**config.mk**
```make
export PLATFORM = sky130hd
export DESIGN_NAME = button_onchip_mem_arbiter
export DESIGN_NICKNAME = d
export VERILOG_FILES = /design/src/rtl/button_onchip_mem_arbiter.sv
export SDC_FILE = /design/constraint.sdc
export NUM_CORES = 1
export LEC_CHECK = 0
export CORE_AREA = 5 5 93 95
export CTS_CLUSTER_DIAMETER = 200
export DETAILED_ROUTE_END_ITERATION = 8
export DIE_AREA = 0 0 98 100
export PLACE_DENSITY = 0.79
export SKIP_CTS_REPAIR_TIMING = 1
export SYNTH_ARGS = -nofsm -noshare
export SYNTH_HDL_FRONTEND = slang
export SYNTH_SLANG_ARGS = --single-unit
```
**constraint.sdc**
```tcl
create_clock -name clk -period 1.37 [get_ports clk]
set_input_delay 0.274 -clock clk [delete_from_list [all_inputs] [get_ports clk]]
set_output_delay 0.274 -clock clk [all_outputs]
set_load 0.02 [all_outputs]
```
**src/rtl/button_onchip_mem_arbiter.sv**
```systemverilog
// Round-robin arbiter sharing one single-port on-chip RAM between two Avalon-MM masters.
// Reads return one cycle after acceptance with a strobe routed to the issuing port.
module button_onchip_mem_arbiter #(
  parameter int ADDR_W = 10,
  parameter int DATA_W = 32
) (
  input  logic                clk,
  input  logic                reset,
  // port A
  input  logic [ADDR_W-1:0]   a_address,
  input  logic [DATA_W/8-1:0] a_byteenable,
  input  logic                a_read,
  input  logic                a_write,
  input  logic [DATA_W-1:0]   a_writedata,
  output logic                a_waitrequest,
  output logic [DATA_W-1:0]   a_readdata,
  output logic                a_readdatavalid,
  // port B
  input  logic [ADDR_W-1:0]   b_address,
  input  logic [DATA_W/8-1:0] b_byteenable,
  input  logic                b_read,
  input  logic                b_write,
  input  logic [DATA_W-1:0]   b_writedata,
  output logic                b_waitrequest,
  output logic [DATA_W-1:0]   b_readdata,
  output logic                b_readdatavalid,
  // RAM access port
  output logic [ADDR_W-1:0]   mem_address,
  output logic [DATA_W/8-1:0] mem_byteenable,
  output logic                mem_chipselect,
  output logic                mem_write,
  output logic [DATA_W-1:0]   mem_writedata,
  output logic                mem_clken,
  input  logic [DATA_W-1:0]   mem_readdata
);

  typedef enum logic {PRIO_A = 1'b0, PRIO_B = 1'b1} prio_t;

  prio_t prio;
  logic  rv_a, rv_b;
  logic  req_a, req_b;
  logic  grant_a, grant_b;

  assign req_a = a_read | a_write;
  assign req_b = b_read | b_write;

  // NOTE: every output of a combinational block gets a default first so no latch is inferred.
  always_comb begin
    grant_a = 1'b0;
    grant_b = 1'b0;
    if (!reset) begin
      if (req_a && req_b) begin
        grant_a = (prio == PRIO_A);
        grant_b = (prio == PRIO_B);
      end else begin
        grant_a = req_a;
        grant_b = req_b;
      end
    end
  end

  assign a_waitrequest = ~grant_a;
  assign b_waitrequest = ~grant_b;

  // With no grant the RAM bus idles on port A's fields; chipselect keeps them inert.
  assign mem_address    = grant_b ? b_address    : a_address;
  assign mem_byteenable = grant_b ? b_byteenable : a_byteenable;
  assign mem_writedata  = grant_b ? b_writedata  : a_writedata;
  assign mem_chipselect = grant_a | grant_b;
  assign mem_write      = (grant_a & a_write) | (grant_b & b_write);
  assign mem_clken      = 1'b1;

  // NOTE: state registers use non-blocking assignments; reset here is synchronous, sampled on clk.
  always_ff @(posedge clk) begin
    if (reset) begin
      prio <= PRIO_A;
      rv_a <= 1'b0;
      rv_b <= 1'b0;
    end else begin
      // Only contention moves the pointer, and it always lands on the loser.
      if (req_a && req_b) prio <= grant_a ? PRIO_B : PRIO_A;
      rv_a <= grant_a & a_read & ~a_write;
      rv_b <= grant_b & b_read & ~b_write;
    end
  end

  // Gating with reset drops the return of a read accepted just before reset asserts.
  assign a_readdatavalid = rv_a & ~reset;
  assign b_readdatavalid = rv_b & ~reset;
  assign a_readdata      = a_readdatavalid ? mem_readdata : '0;
  assign b_readdata      = b_readdatavalid ? mem_readdata : '0;

endmodule
```
==> results of run 1 <==
==> area by class of cell <==
type,instances,area [um^2],area share (%)
multi-input cells,127,1360,28.9
repair buffers,291,3090,65.9
flip-flops and latches,3,62.6,1.33
well taps,102,128,2.72
inverters,2,7.51,0.160
clock buffers,4,45.0,0.960
==> flip-flops by register name (all words and copies together) (netlist names) <==
| register | count |
|---|---|
| rv_b | 1 |
| prio | 1 |
| rv_a | 1 |
==> power groups by stage <==
stage	Clock, uW	Sequential [uW]	Combinational (uW)
after floorplan	0	101	522
after global placement	0	101	1270
after detailed placement	0	101	1280
after CTS	281	100	1290
after global routing	293	101	1610
final	274	100	1540
==> stage by stage <==
stage	TNS, ns	util, %
finish	-29.69	61.3
global route	-35.61	61.3
CTS	-118.79	51.5
detailed placement	-118.63	50.9
global placement	-116.26	50.9
floorplan	-1.74	-
==> per-layer routing <==
metal	track usage, %	vias up	wire length, um
met3	3.27	14	708
met1	15.2	1016	3550
li1	-	1054	-
met2	29.0	139	5160
met4	4.79	0	197
met5	0	-	0
==> synth_stat cells (all sizes together) (2+ instances only) <==
cell    instances
and2           64
mux2           46
buf             6
clkbuf          6
dfxtp           3
nor2            3
nor2b           3
a21oi           2
inv             2
==> path summary, 6_finish.rpt <==
path,from,to,depth (start not counted)
worst max-delay path,prio$_SDFFE_PP0P_,mem_address[2],5
worst min-delay path,b_write,rv_b$_SDFF_PP0_,2
worst max register to register,prio$_SDFFE_PP0P_,rv_a$_SDFF_PP0_,5
worst min register to register,prio$_SDFFE_PP0P_,prio$_SDFFE_PP0P_,4
==> worst max-delay path, cell delays in order, from the launching register on <==
cell            delay, ns
dfxtp_2              0.33
o221ai_4             0.20
buf_4                0.17
buf_12               0.14
mux2_2               0.34
dlymetal6s2s_1       0.22
==> cell families (layout without fill, tap and decap cells) <==
group	Yosys count	in the layout
XOR/XNOR	1	1
AO/OA/AOI/OAI	5	5
multiplexers	46	46
AND/OR/NAND/NOR	74	74
buffers and inverters	14	297
other	1	1
flip-flops	3	3
==> results.sh, run 1 <==
export IMPL_synth_nets=274
export IMPL_drv_slew=0
export IMPL_max_freq_ghz=0.528
export IMPL_yosys_area_top_type_share_pct=31.7
export IMPL_seq_power_share_pct=5.3
export IMPL_drv_cap=0
export IMPL_place_congestion=0.907
export IMPL_avgSynthCellArea_um2=8.76
export IMPL_grt_pass1_wl_um=11400
export IMPL_port_buffers=245
export IMPL_clkLatencyLatePin_ns=0.22
export IMPL_clk_pin_slew_worst_paths_ns=0.04
export IMPL_rsz0062_at_grt="yes"
export IMPL_synthToLayoutAreaGrowth_pct=272
export IMPL_grt_pass1_vias=2176
export IMPL_num_vias=2223
export IMPL_synth_simple_area_share_pct=36.6
export IMPL_synth_top_family_by_area="multiplexers"
export IMPL_cts_root_buffer="clkbuf_8"
export IMPL_synth_xor_area_share_pct=0.694
export IMPL_setup_viol=113
export IMPL_start_util_pct=16.5
export IMPL_finalWorstPathRequiredPeriod_ns=1.89
export IMPL_internal_power_uw=1270
export IMPL_cts_path_max_buffers=2
export IMPL_cts_tree="done"
export IMPL_post_synth_num_cell_types=22
export IMPL_n_fill_cell=629
export IMPL_detail_route_vias_per_cell=4.20
export IMPL_switchingPower_uw=645
export IMPL_htreeDepth=1
export IMPL_die_width_um=98
export IMPL_yosysTopAreaCell="and2_1"
export IMPL_yosys_top_cells_area="and2_1 32%, mux2_4 24%, mux2_2 23%"
export IMPL_drtPass1Iterations=4
export IMPL_dp_cells=492
export IMPL_ios=247
export IMPL_synth_seq_cells=3
export IMPL_worst_slack_ns=-0.524
export IMPL_drive_gt1_share_pct=63.0
export IMPL_final_cell_area_um2=4690
export IMPL_antenna_found_initial=0
export IMPL_synth_adder_area_share_pct=0
export IMPL_peakVddDrop_v=0.000229
export IMPL_diodes=0
export IMPL_die_area_um2=9800
export IMPL_core_um2=7650
export IMPL_p_leak_uw=0.00234
export IMPL_timing_final_crit_share_pct=138
export IMPL_dpl_worst_slack_ns=-1.22
export IMPL_nets=558
export IMPL_hold_path_class="input pin to flop"
export IMPL_crit_required_ns=1.10
export IMPL_finalClockSkew_ns=0.00329
export IMPL_timing_hold_ws_ns=0.343
export IMPL_grt_usage_pct=14.7
export IMPL_synth_edff_count=0
export IMPL_path_class="flop to output port"
export IMPL_synthArstFlopShare_pct=0
export IMPL_power_density_nw_per_um2=407
export IMPL_place_area_um2=3890
export IMPL_reg2reg_setup_slack_ns=0.13
export IMPL_synth_compound_area_share_pct=3.17
export IMPL_cts_sinks=3
export IMPL_fin_cells=529
export IMPL_outcome="finished, violations left"
export IMPL_synth_warnings=0
export IMPL_crit_path_end_kind="output port"
export IMPL_grt_max_degree=25
export IMPL_cp_max_fo=12
export IMPL_synth_flop_cell="dfxtp_1"
export IMPL_drt_total_wl_um=9620
export IMPL_mostFrequentLayoutCell="clkdlybuf4s50_1"
export IMPL_crit_arrival_ns=1.62
export IMPL_wl_per_cell_um=18.2
export IMPL_swShare_pct=33.7
export IMPL_clock_power_share_pct=14.4
export IMPL_syn_cell_area_um2=1260
export IMPL_drtIter0Drc=21
export IMPL_drc_errors=0
export IMPL_start_kind="flop"
export IMPL_power_uw=1910
export IMPL_synthMuxAreaShare_pct=47.0
export IMPL_numCtsBuffers=3
export IMPL_hold_viol_final=0
export IMPL_violations="negative setup slack"
export IMPL_antenna_left=0
export IMPL_place_hpwl_um=7170
export IMPL_final_cell_mix="124 x clkdlybuf4s50_1, 113 x buf_6, 57 x and2_4"
export IMPL_die_y_um=100
export IMPL_syn_inst=144
export IMPL_rows=32
export IMPL_yosysSeqAreaShare_pct=4.76
export IMPL_p_comb_share_pct=80.4
export IMPL_globalRouteOverflowTotal=0
Power figures use the tool's default switching activity.
==> inputs of run 2 (changes only) <==
CORE_AREA = 2 2 95 97   (was 5 5 93 95)
DIE_AREA = 0 0 97 99   (was 0 0 98 100)
PLACE_DENSITY = 0.73   (was 0.79)
REMOVE_ABC_BUFFERS = 1   (was unset)
==> run 2 against run 1 <==
Against the previous run: the flow still finishes with violations (negative setup slack); cell count down 0.38%; combinational power about the same; design area up 0.69%; via count down 1.9%; global-route usage down 1.3 points.
==> results.sh, run 2 (same netlist as run 1, synthesis figures left out) <==
export IMPL_critical_path_depth=5
export IMPL_max_freq_ghz=0.538
export IMPL_cp_num_buf_inv=3
export IMPL_htreeDepth=1
export IMPL_die_width_um=97
export IMPL_cp_cell_sequence="o221ai_4, buf_12, buf_4, mux2_2, buf_6"
export IMPL_reg2reg_setup_slack_ns=0.17
export IMPL_place_hpwl_um=6500
export IMPL_wl_per_cell_um=16.0
export IMPL_crit_path_end_kind="output port"
export IMPL_die_y_um=99
export IMPL_drc_errors=0
export IMPL_ff2ff_path_depth=5
export IMPL_grt_pass1_wl_um=10600
export IMPL_start_kind="flop"
export IMPL_drtPass1Iterations=4
export IMPL_port_buffers=245
export IMPL_drv_slew=0
export IMPL_grt_pass1_vias=2139
export IMPL_cpPeakStageDelay_ns=0.34
export IMPL_rsz0062_at_grt="yes"
export IMPL_clk_pin_slew_worst_paths_ns=0.03
export IMPL_hold_viol_final=0
export IMPL_finalClockSkew_ns=0.00117
export IMPL_antenna_left=0
export IMPL_p_leak_uw=0.00227
export IMPL_cts_root_buffer="clkbuf_8"
export IMPL_drive_gt1_share_pct=65.6
export IMPL_crit_required_ns=1.10
export IMPL_final_cell_mix="126 x buf_6, 124 x clkdlybuf4s50_1, 57 x and2_4"
export IMPL_hold_path_class="input pin to flop"
export IMPL_nets=550
export IMPL_timing_final_crit_share_pct=136
export IMPL_final_cell_area_um2=4720
export IMPL_place_congestion=0.813
export IMPL_clkLatencyLatePin_ns=0.21
export IMPL_outcome="finished, violations left"
export IMPL_cts_sinks=3
export IMPL_grt_max_degree=34
export IMPL_critical_path_slowest_cell="mux2_2"
export IMPL_final_util_pct=55.2
export IMPL_r2r_end="rv_b$_SDFF_PP0_"
export IMPL_n_fill_cell=722
export IMPL_dp_cells=508
export IMPL_path_class="flop to output port"
export IMPL_diodes=0
export IMPL_reg_top3="prio: 1 flops, rv_a: 1 flops, rv_b: 1 flops"
export IMPL_core_um2=8550
export IMPL_finalWorstPathRequiredPeriod_ns=1.86
export IMPL_drtIter0Drc=24
export IMPL_numCtsBuffers=3
export IMPL_ios=247
export IMPL_synthToLayoutAreaGrowth_pct=275
export IMPL_rows=34
export IMPL_worst_slack_ns=-0.490
export IMPL_num_vias=2181
export IMPL_rr_startpoint="prio$_SDFFE_PP0P_"
export IMPL_peakVddDrop_v=0.000243
export IMPL_antenna_found_initial=0
export IMPL_place_area_um2=4000
export IMPL_crit_arrival_ns=1.59
export IMPL_power_uw=1920
export IMPL_drv_cap=0
export IMPL_power_density_nw_per_um2=407
export IMPL_critical_path_top_delay_family="buffers and inverters"
export IMPL_violations="negative setup slack"
export IMPL_worstSetupEndpoint="mem_writedata[23]"
export IMPL_globalRouteOverflowTotal=0
export IMPL_drt_total_wl_um=8430
export IMPL_setup_viol=114
export IMPL_cts_tree="done"
export IMPL_mostFrequentLayoutCell="buf_6"
export IMPL_detail_route_vias_per_cell=4.14
export IMPL_grt_usage_pct=13.4
export IMPL_fin_cells=527
export IMPL_crit_start="prio$_SDFFE_PP0P_"
export IMPL_cts_path_max_buffers=2
export IMPL_cp_max_fo=8
export IMPL_start_util_pct=14.7
export IMPL_die_area_um2=9600
[run 2: worst reg2reg max path: cells and delay by family, from the launching register on]
kind	cells	cell delay, ns
buffers and inverters	3	0.43
flip-flops	1	0.34
AND/OR/NAND/NOR	1	0.18
AO/OA/AOI/OAI	1	0.16
[run 2: power by group]
part           total [uW]  internal [uW]  switching [uW]  leakage [uW]
Clock                 254            198            55.8     0.0000228
Combinational        1570            996             569       0.00222
Sequential            101           95.6            4.97     0.0000258
[run 2: worst min path at each step]
stage / startpoint / to / slack (ns) / depth (start not counted)
after CTS: prio$_SDFFE_PP0P_ / prio$_SDFFE_PP0P_ / 0.69 / 3
after detailed placement: prio$_SDFFE_PP0P_ / prio$_SDFFE_PP0P_ / 0.68 / 3
final: reset / rv_a$_SDFF_PP0_ / 0.40 / 3
after global placement: prio$_SDFFE_PP0P_ / prio$_SDFFE_PP0P_ / 0.67 / 3
after floorplan: reset / prio$_SDFFE_PP0P_ / 0.35 / 1
after global routing: reset / rv_a$_SDFF_PP0_ / 0.41 / 3
[run 2: metal layers]
layer	vias to the layer above	track usage, %	wire length, um
met1	985	14.4	2830
met4	0	2.49	106
li1	1040	-	-
met2	150	26.3	4770
met5	-	0	0
met3	6	3.55	718
[run 2: cell type report]
class | count | area (um^2) | share of cell area (%)
clock buffers | 4 | 45.0 | 0.954
well taps | 108 | 135 | 2.86
inverters | 2 | 7.51 | 0.159
repair buffers | 283 | 3090 | 65.3
multi-input cells | 127 | 1390 | 29.4
flip-flops and latches | 3 | 63.8 | 1.35
[run 2: per-stage QoR]
stage | hold WS [ns] | worst slack (ns) | TNS, ns
after global placement | 0.666 | -1.18 | -113.72
after floorplan | 0.346 | -1.59 | -107.67
after global routing | 0.413 | -0.537 | -35.85
after CTS | 0.688 | -1.20 | -115.15
after detailed placement | 0.678 | -1.19 | -115.19
final | 0.398 | -0.490 | -29.77
